## src/rtl/viterbi_pkg.sv

```systemverilog
// Shared constants and FSM encoding for the Viterbi frame controller,
// also referenced by the ACSU/TBU datapath blocks.
package viterbi_pkg;

  localparam int unsigned TBL      = 15;
  localparam int unsigned TAIL_LEN = 2;
  localparam int unsigned LEN_W    = 12;

  typedef enum logic [2:0] {
    IDLE,
    INIT,
    LOAD,
    FLUSH,
    DRAIN,
    DONE
  } state_t;

endpackage

```

## src/rtl/viterbi_frame_ctrl_if.sv

```systemverilog
// Frame-controller signal bundle: control, symbol stream in, datapath strobe
// out, decoded bits in/out. master = controller side, slave = environment.
interface viterbi_frame_ctrl_if #(
  parameter int unsigned LEN_W = viterbi_pkg::LEN_W
);
  logic             start_i;
  logic [LEN_W-1:0] frame_len_i;
  logic             abort_i;
  logic             sym_valid_i;
  logic [1:0]       sym_i;
  logic             sym_ready_o;
  logic             dp_init_o;
  logic             dp_valid_o;
  logic [1:0]       dp_sym_o;
  logic             dec_valid_i;
  logic             dec_bit_i;
  logic             out_valid_o;
  logic             out_bit_o;
  logic             out_last_o;
  logic             busy_o;
  logic             done_o;
  logic             err_o;

  modport master (
    input  start_i, frame_len_i, abort_i, sym_valid_i, sym_i, dec_valid_i, dec_bit_i,
    output sym_ready_o, dp_init_o, dp_valid_o, dp_sym_o,
           out_valid_o, out_bit_o, out_last_o, busy_o, done_o, err_o
  );

  modport slave (
    output start_i, frame_len_i, abort_i, sym_valid_i, sym_i, dec_valid_i, dec_bit_i,
    input  sym_ready_o, dp_init_o, dp_valid_o, dp_sym_o,
           out_valid_o, out_bit_o, out_last_o, busy_o, done_o, err_o
  );
endinterface

```

## src/rtl/vit_frame_cnt.sv

```systemverilog
// Loadable up-counter with terminal-count flag (count == term).
module vit_frame_cnt #(
  parameter int unsigned W = 12
) (
  input  logic         clk,
  input  logic         rst_n,
  input  logic         load,
  input  logic [W-1:0] load_val,
  input  logic         inc,
  input  logic [W-1:0] term,
  output logic [W-1:0] count,
  output logic         tc
);

  always_ff @(posedge clk or negedge rst_n) begin
    if (!rst_n) begin
      count <= '0;
    end else if (load) begin
      count <= load_val;
    end else if (inc) begin
      count <= count + 1'b1;
    end
  end

  assign tc = (count == term);

endmodule

```

## src/rtl/viterbi_frame_ctrl.sv

```systemverilog
// Viterbi frame controller: feeds a frame plus TBL flush symbols into the
// decoder chain, forwards data bits (tail dropped) and reports completion.
module viterbi_frame_ctrl #(
  parameter int unsigned TBL      = viterbi_pkg::TBL,
  parameter int unsigned TAIL_LEN = viterbi_pkg::TAIL_LEN,
  parameter int unsigned LEN_W    = viterbi_pkg::LEN_W
) (
  input logic                 clk,
  input logic                 rst_n,
  viterbi_frame_ctrl_if.master bus
);
  import viterbi_pkg::*;

  localparam logic [LEN_W-1:0] MIN_LEN    = LEN_W'(TAIL_LEN + 1);
  localparam logic [LEN_W-1:0] TAIL_W     = LEN_W'(TAIL_LEN);
  localparam logic [LEN_W-1:0] FLUSH_LAST = LEN_W'(TBL - 1);
  localparam logic [LEN_W-1:0] FLUSH_MAX  = LEN_W'(TBL);

  state_t           state, state_nxt;
  logic [LEN_W-1:0] len_q;
  logic [LEN_W-1:0] data_len;
  logic             err_q, abort_init_q;
  logic             dp_valid_q, out_valid_q, out_bit_q, out_last_q;
  logic [1:0]       dp_sym_q;
  logic             abortable, abort_now, start_ok, start_bad;
  logic             accept, dec_en, fwd, clear;
  logic [LEN_W-1:0] sym_cnt, flush_cnt, dec_cnt;
  logic             sym_tc, flush_tc, dec_tc;

  assign abortable = state inside {INIT, LOAD, FLUSH, DRAIN};
  assign abort_now = abortable & bus.abort_i;
  assign start_ok  = (state == IDLE) & bus.start_i & ~bus.abort_i & (bus.frame_len_i >= MIN_LEN);
  assign start_bad = (state == IDLE) & bus.start_i & ~bus.abort_i & (bus.frame_len_i < MIN_LEN);
  assign accept    = (state == LOAD) & bus.sym_valid_i;
  assign clear     = (state == INIT);
  assign data_len  = len_q - TAIL_W;
  // Stop counting at frame_len so stray strobes cannot push DRAIN past its exit.
  assign dec_en    = bus.dec_valid_i & (state inside {LOAD, FLUSH, DRAIN}) & ~dec_tc;
  assign fwd       = dec_en & ~bus.abort_i & (dec_cnt < data_len);

  vit_frame_cnt #(.W(LEN_W)) u_sym_cnt (
    .clk(clk), .rst_n(rst_n), .load(clear), .load_val('0),
    .inc(accept), .term(len_q - 1'b1), .count(sym_cnt), .tc(sym_tc)
  );

  vit_frame_cnt #(.W(LEN_W)) u_flush_cnt (
    .clk(clk), .rst_n(rst_n), .load(clear), .load_val('0),
    .inc(state == FLUSH), .term(FLUSH_LAST), .count(flush_cnt), .tc(flush_tc)
  );

  vit_frame_cnt #(.W(LEN_W)) u_dec_cnt (
    .clk(clk), .rst_n(rst_n), .load(clear), .load_val('0),
    .inc(dec_en), .term(len_q), .count(dec_cnt), .tc(dec_tc)
  );

  always_ff @(posedge clk or negedge rst_n) begin
    if (!rst_n) begin
      state <= IDLE;
    end else begin
      state <= state_nxt;
    end
  end

  always_comb begin
    state_nxt = state;
    unique case (state)
      IDLE:    if (start_ok) state_nxt = INIT;
      INIT:    state_nxt = LOAD;
      LOAD:    if (accept && sym_tc) state_nxt = FLUSH;
      FLUSH:   if (flush_tc) state_nxt = DRAIN;
      DRAIN:   if (dec_tc) state_nxt = DONE;
      DONE:    state_nxt = IDLE;
      default: state_nxt = IDLE;
    endcase
    if (abort_now) state_nxt = IDLE;
  end

  always_comb begin
    bus.sym_ready_o = (state == LOAD);
    bus.dp_init_o   = (state == INIT) | abort_init_q;
    bus.busy_o      = (state != IDLE);
    bus.done_o      = (state == DONE);
  end

  always_ff @(posedge clk or negedge rst_n) begin
    if (!rst_n) begin
      len_q        <= '0;
      err_q        <= 1'b0;
      abort_init_q <= 1'b0;
      dp_valid_q   <= 1'b0;
      dp_sym_q     <= '0;
      out_valid_q  <= 1'b0;
      out_bit_q    <= 1'b0;
      out_last_q   <= 1'b0;
    end else begin
      if (start_ok) len_q <= bus.frame_len_i;
      err_q        <= start_bad;
      abort_init_q <= abort_now;
      dp_valid_q   <= ~abort_now & (accept | (state == FLUSH));
      dp_sym_q     <= (accept & ~abort_now) ? bus.sym_i : 2'b00;
      out_valid_q  <= fwd;
      out_bit_q    <= fwd & bus.dec_bit_i;
      out_last_q   <= fwd & (dec_cnt == data_len - 1'b1);
    end
  end

  assign bus.err_o      = err_q;
  assign bus.dp_valid_o = dp_valid_q;
  assign bus.dp_sym_o   = dp_sym_q;
  assign bus.out_valid_o = out_valid_q;
  assign bus.out_bit_o  = out_bit_q;
  assign bus.out_last_o = out_last_q;

  a_cnt_bounds: assert property (@(posedge clk) disable iff (!rst_n)
    (state inside {LOAD, FLUSH, DRAIN}) |-> (sym_cnt <= len_q && flush_cnt <= FLUSH_MAX));

endmodule

```

## src/flat_wrapper.sv

```systemverilog
// flat-port wrapper written by rule: the top's interface ports become plain ports
module viterbi_frame_ctrl_flat import viterbi_pkg::*;
#(
  parameter int unsigned TBL      = viterbi_pkg::TBL,
  parameter int unsigned TAIL_LEN = viterbi_pkg::TAIL_LEN,
  parameter int unsigned LEN_W    = viterbi_pkg::LEN_W
)
  (clk, rst_n, bus_start_i, bus_frame_len_i, bus_abort_i, bus_sym_valid_i, bus_sym_i, bus_dec_valid_i, bus_dec_bit_i, bus_sym_ready_o, bus_dp_init_o, bus_dp_valid_o, bus_dp_sym_o, bus_out_valid_o, bus_out_bit_o, bus_out_last_o, bus_busy_o, bus_done_o, bus_err_o);
  viterbi_frame_ctrl_if #(.LEN_W(LEN_W)) bus_i ();
  input logic clk;
  input logic rst_n;
  input wire logic [$bits(bus_i.start_i)-1:0] bus_start_i;
  input wire logic [$bits(bus_i.frame_len_i)-1:0] bus_frame_len_i;
  input wire logic [$bits(bus_i.abort_i)-1:0] bus_abort_i;
  input wire logic [$bits(bus_i.sym_valid_i)-1:0] bus_sym_valid_i;
  input wire logic [$bits(bus_i.sym_i)-1:0] bus_sym_i;
  input wire logic [$bits(bus_i.dec_valid_i)-1:0] bus_dec_valid_i;
  input wire logic [$bits(bus_i.dec_bit_i)-1:0] bus_dec_bit_i;
  output wire logic [$bits(bus_i.sym_ready_o)-1:0] bus_sym_ready_o;
  output wire logic [$bits(bus_i.dp_init_o)-1:0] bus_dp_init_o;
  output wire logic [$bits(bus_i.dp_valid_o)-1:0] bus_dp_valid_o;
  output wire logic [$bits(bus_i.dp_sym_o)-1:0] bus_dp_sym_o;
  output wire logic [$bits(bus_i.out_valid_o)-1:0] bus_out_valid_o;
  output wire logic [$bits(bus_i.out_bit_o)-1:0] bus_out_bit_o;
  output wire logic [$bits(bus_i.out_last_o)-1:0] bus_out_last_o;
  output wire logic [$bits(bus_i.busy_o)-1:0] bus_busy_o;
  output wire logic [$bits(bus_i.done_o)-1:0] bus_done_o;
  output wire logic [$bits(bus_i.err_o)-1:0] bus_err_o;
  assign bus_i.start_i = bus_start_i;
  assign bus_i.frame_len_i = bus_frame_len_i;
  assign bus_i.abort_i = bus_abort_i;
  assign bus_i.sym_valid_i = bus_sym_valid_i;
  assign bus_i.sym_i = bus_sym_i;
  assign bus_i.dec_valid_i = bus_dec_valid_i;
  assign bus_i.dec_bit_i = bus_dec_bit_i;
  assign bus_sym_ready_o = bus_i.sym_ready_o;
  assign bus_dp_init_o = bus_i.dp_init_o;
  assign bus_dp_valid_o = bus_i.dp_valid_o;
  assign bus_dp_sym_o = bus_i.dp_sym_o;
  assign bus_out_valid_o = bus_i.out_valid_o;
  assign bus_out_bit_o = bus_i.out_bit_o;
  assign bus_out_last_o = bus_i.out_last_o;
  assign bus_busy_o = bus_i.busy_o;
  assign bus_done_o = bus_i.done_o;
  assign bus_err_o = bus_i.err_o;
  viterbi_frame_ctrl #(.TBL(TBL), .TAIL_LEN(TAIL_LEN), .LEN_W(LEN_W)) u_core (.clk(clk), .rst_n(rst_n), .bus(bus_i));
endmodule
```

## config.mk

```make
export PLATFORM = sky130hd
export DESIGN_NAME = viterbi_frame_ctrl_flat
export DESIGN_NICKNAME = d
export VERILOG_FILES = /design/src/rtl/viterbi_pkg.sv /design/src/rtl/viterbi_frame_ctrl_if.sv /design/src/rtl/vit_frame_cnt.sv /design/src/rtl/viterbi_frame_ctrl.sv /design/src/flat_wrapper.sv
export SDC_FILE = /design/constraint.sdc
export NUM_CORES = 1
export LEC_CHECK = 0
export ABC_AREA = 1
export ABC_CLOCK_PERIOD_IN_PS = 2200
export BUFFER_PORTS_ARGS = -buffer_cell sky130_fd_sc_hd__buf_4
export CAP_MARGIN = 20
export CORE_UTILIZATION = 46
export CTS_BUF_LIST = sky130_fd_sc_hd__clkbuf_16
export DETAILED_ROUTE_END_ITERATION = 12
export GPL_ROUTABILITY_DRIVEN = 0
export HOLD_SLACK_MARGIN = 0.03
export PLACE_DENSITY = 0.66
export SLEW_MARGIN = 20
export SYNTH_ARGS = -nofsm -noshare
export SYNTH_HDL_FRONTEND = slang
export SYNTH_HIERARCHICAL = 1
export SYNTH_SLANG_ARGS = --single-unit
```

## constraint.sdc

```tcl
create_clock -name clk -period 2.2 [get_ports clk]
set_input_delay 0.33 -clock clk [delete_from_list [all_inputs] [get_ports clk]]
set_output_delay 0.33 -clock clk [all_outputs]
set_load 0.005 [all_outputs]
```

==> results of run 1 <==
[power by group through the flow]
| stage | combinational [µW] | sequential, µW | clock (µW) |
|---|---|---|---|
| floorplan | 3600 | 2160 | 0 |
| global placement | 5050 | 2210 | 0 |
| detailed placement | 5210 | 2230 | 0 |
| CTS | 5390 | 2240 | 1410 |
| global route | 6290 | 2320 | 1460 |
| finish | 5630 | 2250 | 1380 |
[synth_stat cells, drive strengths merged]
master | count | area share
ha | 18 | 0.045
xor3 | 1 | 0.0047
o21a | 1 | 0.0015
nor2 | 95 | 0.096
inv | 88 | 0.066
nand2 | 209 | 0.17
a22oi | 30 | 0.045
o21ai | 25 | 0.025
a21oi | 26 | 0.026
dfrtp | 59 | 0.29
and2 | 1 | 0.0012
buf | 12 | 0.013
o211ai | 1 | 0.0015
xor2 | 15 | 0.026
a211oi | 3 | 0.0045
clkinv | 3 | 0.0030
nor3 | 5 | 0.0050
nand4 | 6 | 0.0075
conb | 2 | 0.0015
o22ai | 1 | 0.0012
nand3 | 75 | 0.081
nor4 | 2 | 0.0025
clkbuf | 2 | 0.0015
nand3b | 6 | 0.0090
xnor2 | 36 | 0.063
a31o | 3 | 0.0052
or2 | 2 | 0.0025
[path summary, 6_finish.rpt]
kind                                           endpoint  slack (ps)
setup / recovery                        u_core/state[0]        -180
hold / removal                   u_core/bus.dp_sym_o[1]          70
setup reg to reg                        u_core/state[0]        -180
hold reg to reg            u_core/u_flush_cnt/count[11]         590
max in group asynchronous               u_core/len_q[4]        1590
min in group clk                   u_core/bus.out_bit_o         210
[worst max-delay path: cells and delay by family, from the launching register on]
| family | cells | cell delay, ps |
|---|---|---|
| buffers and inverters | 2 | 310 |
| DFF | 1 | 390 |
| AOI/OAI and AO/OA | 3 | 500 |
| and+or+nand+nor | 7 | 770 |
| xor gates and xnor gates | 2 | 310 |
[cells by family after synthesis]
group / synth area share
buffers and inverters: 0.08356
flip-flops: 0.2935
adder cells (fa/ha/maj): 0.04477
other: 0.001493
AO/OA/AOI/OAI: 0.1094
XOR/XNOR: 0.09351
AND/OR/NAND/NOR: 0.3738
[area by class of cell]
| cell class | count | area (µm²) |
|---|---|---|
| fill | 957 | 3995 |
| clock buffer | 9 | 225.2 |
| clock inverter | 7 | 60.06 |
| inverter | 91 | 351.6 |
| tap | 136 | 170.2 |
| sequential | 59 | 1479 |
| timing repair buffer | 97 | 748.2 |
| multi-input combinational | 609 | 3433 |
[state kept, by name (all words and copies together) (netlist names)]
register	flops
u_core/bus.err_o	1
u_core/bus.dp_valid_o	1
u_core/state	3
u_core/u_flush_cnt/count	12
u_core/len_q	12
u_core/u_sym_cnt/count	12
u_core/abort_init_q	1
u_core/bus.out_last_o	1
u_core/bus.out_bit_o	1
u_core/bus.out_valid_o	1
u_core/u_dec_cnt/count	12
u_core/bus.dp_sym_o	2
[per-stage QoR]
step / std cells / setup slack [ps] / hold WS, ps / total power (µW)
floorplan: 773 / 11.25 / 34.41 / 5761
global placement: 978 / -130.5 / 459.7 / 7263
detailed placement: 978 / -271.3 / 456.8 / 7437
CTS: 1002 / -121.1 / 109.8 / 9033
global route: 1008 / -351.9 / 148.6 / 10080
finish: 1008 / -184.7 / 70.83 / 9258
[per-layer routing]
metal / up-vias / wire length [µm] / global-route usage
met1: 2402 / 6009 / 0.3122
met5: - / 0 / 0
met4: 0 / 254 / 0.09393
li1: 2584 / - / -
met3: 19 / 498 / 0.02979
met2: 101 / 6957 / 0.4737
[repair_timing]
item | CTS | global route
endpoints found under the hold margin | 0 | 0
gates resized for setup | 21 | 17
pin swaps | 17 | 16
buffers inserted | 8 | 6
endpoints found under the setup margin | 6 | 22
==> results_dict.tcl, run 1 <==
set metrics [dict create \
    ys_warn_count 6 \
    dr.pass1.iters 5 \
    p_sw_uw 4345 \
    wl_mm 13.72 \
    syn_area_mm2 0.005031 \
    period_needed_ps 2385 \
    worstSetupStartpointType "register" \
    power_frac_comb 0.608 \
    synth-seq-area-share 0.2935 \
    setup_ws_ps -184.7 \
    rsz0062_at_grt "true" \
    max-vdd-ir-drop_v 0.0006758 \
    cts_buffers 9 \
    status "finished, violations left" \
    clock_skew_ps 9.375 \
    ctsLongestPathBuffers 2 \
    crit_type "register to register" \
    die_y_um 106.6 \
    avgSynthCellArea_um2 6.920 \
    rr_startpoint "u_core/len_q[2]" \
    ys_types 35 \
    drtAntennaViolNets 0 \
    place_area_mm2 0.005939 \
    avgRoutedWirePerCell_um 13.61 \
    finalSetupViolations 6 \
    syn_inst 727 \
    finalHoldViolations 0 \
    diodes 0 \
    internal-power_uw 4913 \
    path_max_fanout 6 \
    viasPerCell 5.065 \
    slowest_stage "dfrtp_1" \
    grt_pass1_vias 5046 \
    swShare 0.4693 \
    p_leak_uw 0.003210 \
    setup-tns-final_ps -820.8 \
    io_buffers 31 \
    maxCapViolations 0 \
    ys_ff_latch 59 \
    crit_arrival_ps 2620 \
    post-route-drc-count 0 \
    seq_power_share 0.243 \
    num_rows 37 \
    track_usage 0.2596 \
    fin_util 0.6182 \
    cts_htree_levels 3 \
    end_kind "register" \
    grt_first_pass_wirelength_mm 23.35 \
    cts_tree "done" \
    path_cells "buf_4 > nor2_4 > nand2_4 > buf_4 > xor2_1 > xnor2_1 > nand2_1 > nor2_1 > nand2_1 > nor2_1 > a21oi_1 > a21oi_2 > nand2_2 > a211oi_1" \
    stdcell_area_mm2 0.006467 \
    grt_max_degree 60 \
    violations "setup timing" \
    power.density_mw_per_mm2 1432 \
    grt_overflow 0 \
    critPathRequiredTime_ps 2430 \
    cts.clk_slew.worst_paths_ps 50 \
    ctsHoldBuffers 0 \
    layout_common_cells "nand2_1 (185), buf_4 (94), nand3_1 (69)" \
    io_pins 32 \
    clkPwrFrac 0.149 \
    finalCritPeriodShare 1.084 \
    clock_latency_ps 340 \
    hold_class "input port to async pin" \
    mostFrequentLayoutCell "nand2_1" \
    dr.first_iter.drc_count 248 \
    nets 906 \
    cts_root_buf "clkbuf_16" \
    die_w_um 106.6 \
    reg2reg_depth 14 \
    critPathLaunch "u_core/len_q[2]" \
    slowest_delay_ps 390 \
    start_util 0.4809 \
    slew_viol_final 0 \
    area_growth_pct 28.55 \
    hpwl_mm 10.35 \
    vias 5106 \
    antenna_found_initial 0 \
    die-area_mm2 0.01136 \
    fp.coreArea_mm2 0.01046 \
    max_slew_margin 0.4592 \
    cts_num_sinks 59 \
    clock.fmax_mhz 419.3 \
    drive_above_1_share 0.2408 \
    worstMarginPinSlew_ps 808.2 \
]
No activity file was read; power rests on OpenSTA's default activity.
==> run 2: changes to the inputs <==
--- a/config.mk
+++ b/config.mk
@@ -18,5 +18,4 @@
 export SLEW_MARGIN = 20
 export SYNTH_ARGS = -nofsm -noshare
 export SYNTH_HDL_FRONTEND = slang
-export SYNTH_HIERARCHICAL = 1
 export SYNTH_SLANG_ARGS = --single-unit
==> run 2 against run 1 <==
Compared with the run above: the flow now finishes without violations; non-clock buffer count is 11 lower; critical path depth up 2; maximum frequency rose by 8.6%; sequential power is 30% lower; synthesized area down 11%; critical endpoint is now u_core.bus.out_last_o; highest routed layer unchanged.
==> results_dict.tcl, run 2 <==
set metrics [dict create \
    synthTopCellsByCount "nand2_1 (198), inv_1 (91), nor2_1 (79)" \
    layout_common_cells "nand2_1 (183), buf_4 (84), inv_1 (81)" \
    rsz0062_at_grt "true" \
    cts_tree "done" \
    die_y_um 100.8 \
    ctsLongestPathBuffers 2 \
    cp_common_cell "nand2_1" \
    die-area_mm2 0.01017 \
    io_buffers 31 \
    ys_warn_count 0 \
    clock_skew_ps 6.072 \
    post-route-drc-count 0 \
    drive_above_1_share 0.2464 \
    hpwl_mm 9.630 \
    drtAntennaViolNets 0 \
    synth_edf_count 0 \
    grt_max_degree 60 \
    area_growth_pct 27.53 \
    status "complete, no violations" \
    wl_mm 12.84 \
    num_rows 35 \
    grt_first_pass_wirelength_mm 21.21 \
    max-vdd-ir-drop_v 0.0008639 \
    cts.clk_slew.worst_paths_ps 60 \
    p_leak_uw 0.002903 \
    worstSetupStartpointType "register" \
    track_usage 0.2708 \
    hold-worst-slack_ps 60.12 \
    place_area_mm2 0.005144 \
    dr.first_iter.drc_count 324 \
    cts_root_buf "clkbuf_16" \
    dr.pass1.iters 5 \
    crit_type "register to register" \
    critPathLaunch "u_core.len_q[2]" \
    period_needed_ps 2196 \
    hold_class "input port to async pin" \
    mostFrequentLayoutCell "nand2_1" \
    worstMarginPinSlew_ps 752.4 \
    fin_total_pwr_uw 6625 \
    vias 4734 \
    diodes 0 \
    finalHoldViolations 0 \
    slowest_delay_ps 410 \
    finalCritPeriodShare 0.9983 \
    nets 806 \
    slew_viol_final 0 \
    clock.fmax_mhz 455.3 \
    stdcell_area_mm2 0.005732 \
    path_cells "inv_2 > ha_4 > buf_6 > nand3_2 > nand2_2 > ha_4 > a21oi_2 > o21a_1 > nand2_1 > nand2_1 > nand3_1 > nand2_1 > nand2_2 > a21oi_2 > nand3_1 > nor2_1" \
    path_max_fanout 7 \
    slowest_stage "dfrtp_2" \
    cts_buffers 9 \
    ctsHoldBuffers 0 \
    synth_nets 720 \
    avgRoutedWirePerCell_um 14.27 \
    async_reset_ff_frac 1.000 \
    synth_most_common_cell "nand2_1" \
    grt_overflow 0 \
    synth_top_area_cell "dfrtp_1" \
    io_pins 32 \
    max_slew_margin 0.4984 \
    finalSetupViolations 0 \
    avgSynthCellArea_um2 6.609 \
    syn_area_mm2 0.004494 \
    critPathRequiredTime_ps 2460 \
    antenna_found_initial 0 \
    ys_ff_latch 59 \
    grt_pass1_vias 4465 \
    cts_num_sinks 59 \
    ys.flop_type "dfrtp_1" \
    end_kind "register" \
    synth_top_area_share 0.3285 \
    maxCapViolations 0 \
    ys_types 39 \
    fp.coreArea_mm2 0.009371 \
    viasPerCell 5.260 \
    yosys-top-cells-area "dfrtp_1 (33%), nand2_1 (17%), inv_1 (7.6%)" \
    rr_startpoint "u_core.len_q[2]" \
    clock_latency_ps 330 \
    start_util 0.4796 \
    power.density_mw_per_mm2 1156 \
    crit_arrival_ps 2460 \
    syn_inst 680 \
    die_w_um 100.8 \
    cts_htree_levels 3 \
    synth-seq-area-share 0.3285 \
]
-- run 2: per-stage QoR --
step | instances | utilization | setup TNS, ps | setup WS [ps]
finish | 900 | 0.6116 | 0 | 3.826
global route | 900 | 0.6116 | -153.0 | -119.2
CTS | 888 | 0.5793 | 0 | 3.523
detailed placement | 872 | 0.5489 | -45.40 | -45.40
global placement | 872 | 0.5489 | 0 | 38.32
floorplan | 680 | - | 0 | 4.582
-- run 2: metal layers --
metal,share of wire,vias to the layer above,global-route usage
met5,0,-,0
met4,0.022,0,0.09142
met3,0.058,28,0.04577
met2,0.46,142,0.4357
met1,0.46,2213,0.3703
li1,-,2351,-
-- run 2: path summary, 6_finish.rpt --
kind,to,slack [ps],cells past startpoint
setup / recovery,u_core.bus.out_last_o,4,16
hold / removal,u_core.u_sym_cnt.count[8],60,1
setup reg to reg,u_core.bus.out_last_o,4,16
hold reg to reg,u_core.u_sym_cnt.count[11],510,1
max in group asynchronous,u_core.u_dec_cnt.count[7],1580,1
min in group clk,u_core.bus.dp_sym_o[1],220,3
-- run 2: final cells by class --
| type | instances | area, µm² |
|---|---|---|
| Inverter | 97 | 364.1 |
| Fill cell | 874 | 3640 |
| Multi-Input combinational cell | 513 | 2799 |
| Timing Repair Buffer | 86 | 653.1 |
| Tap cell | 129 | 161.4 |
| Clock inverter | 7 | 45.04 |
| Clock buffer | 9 | 225.2 |
| Sequential cell | 59 | 1484 |
-- run 2: where the power goes --
part | leakage (µW) | switching, µW | internal [µW] | total, µW
logic | 0.00200 | 2210 | 1540 | 3750
registers | 0.000772 | 274 | 1300 | 1580
clock network | 0.000135 | 541 | 757 | 1300
total | 0.00290 | 3020 | 3600 | 6620
-- run 2: worst max-delay path, delay by kind of cell, from the launching register on --
family / cells / cell delay (ps)
DFF: 1 / 410
AOI/OAI and AO/OA: 3 / 400
adders and majority gates: 2 / 420
buffers and inverters: 2 / 210
and+or+nand+nor: 9 / 700
-- run 2: cell families (layout without fill, tap and decap cells) --
| logic type | count (synthesis) | in the layout | synth area share |
|---|---|---|---|
| fa+ha+maj | 19 | 19 | 0.05290 |
| simple gates | 397 | 397 | 0.3934 |
| xor+xnor | 16 | 16 | 0.03118 |
| flops | 59 | 59 | 0.3285 |
| buf+inv | 108 | 199 | 0.09632 |
| compound gates | 81 | 81 | 0.09772 |
-- run 2: timing repair --
action | in CTS | in global routing
buffers inserted | 0 | 12
resized for setup | 4 | 59
hold endpoints to repair | 0 | 0
cloned | 0 | 0
pin swaps | 0 | 27
setup endpoints to repair | 1 | 14
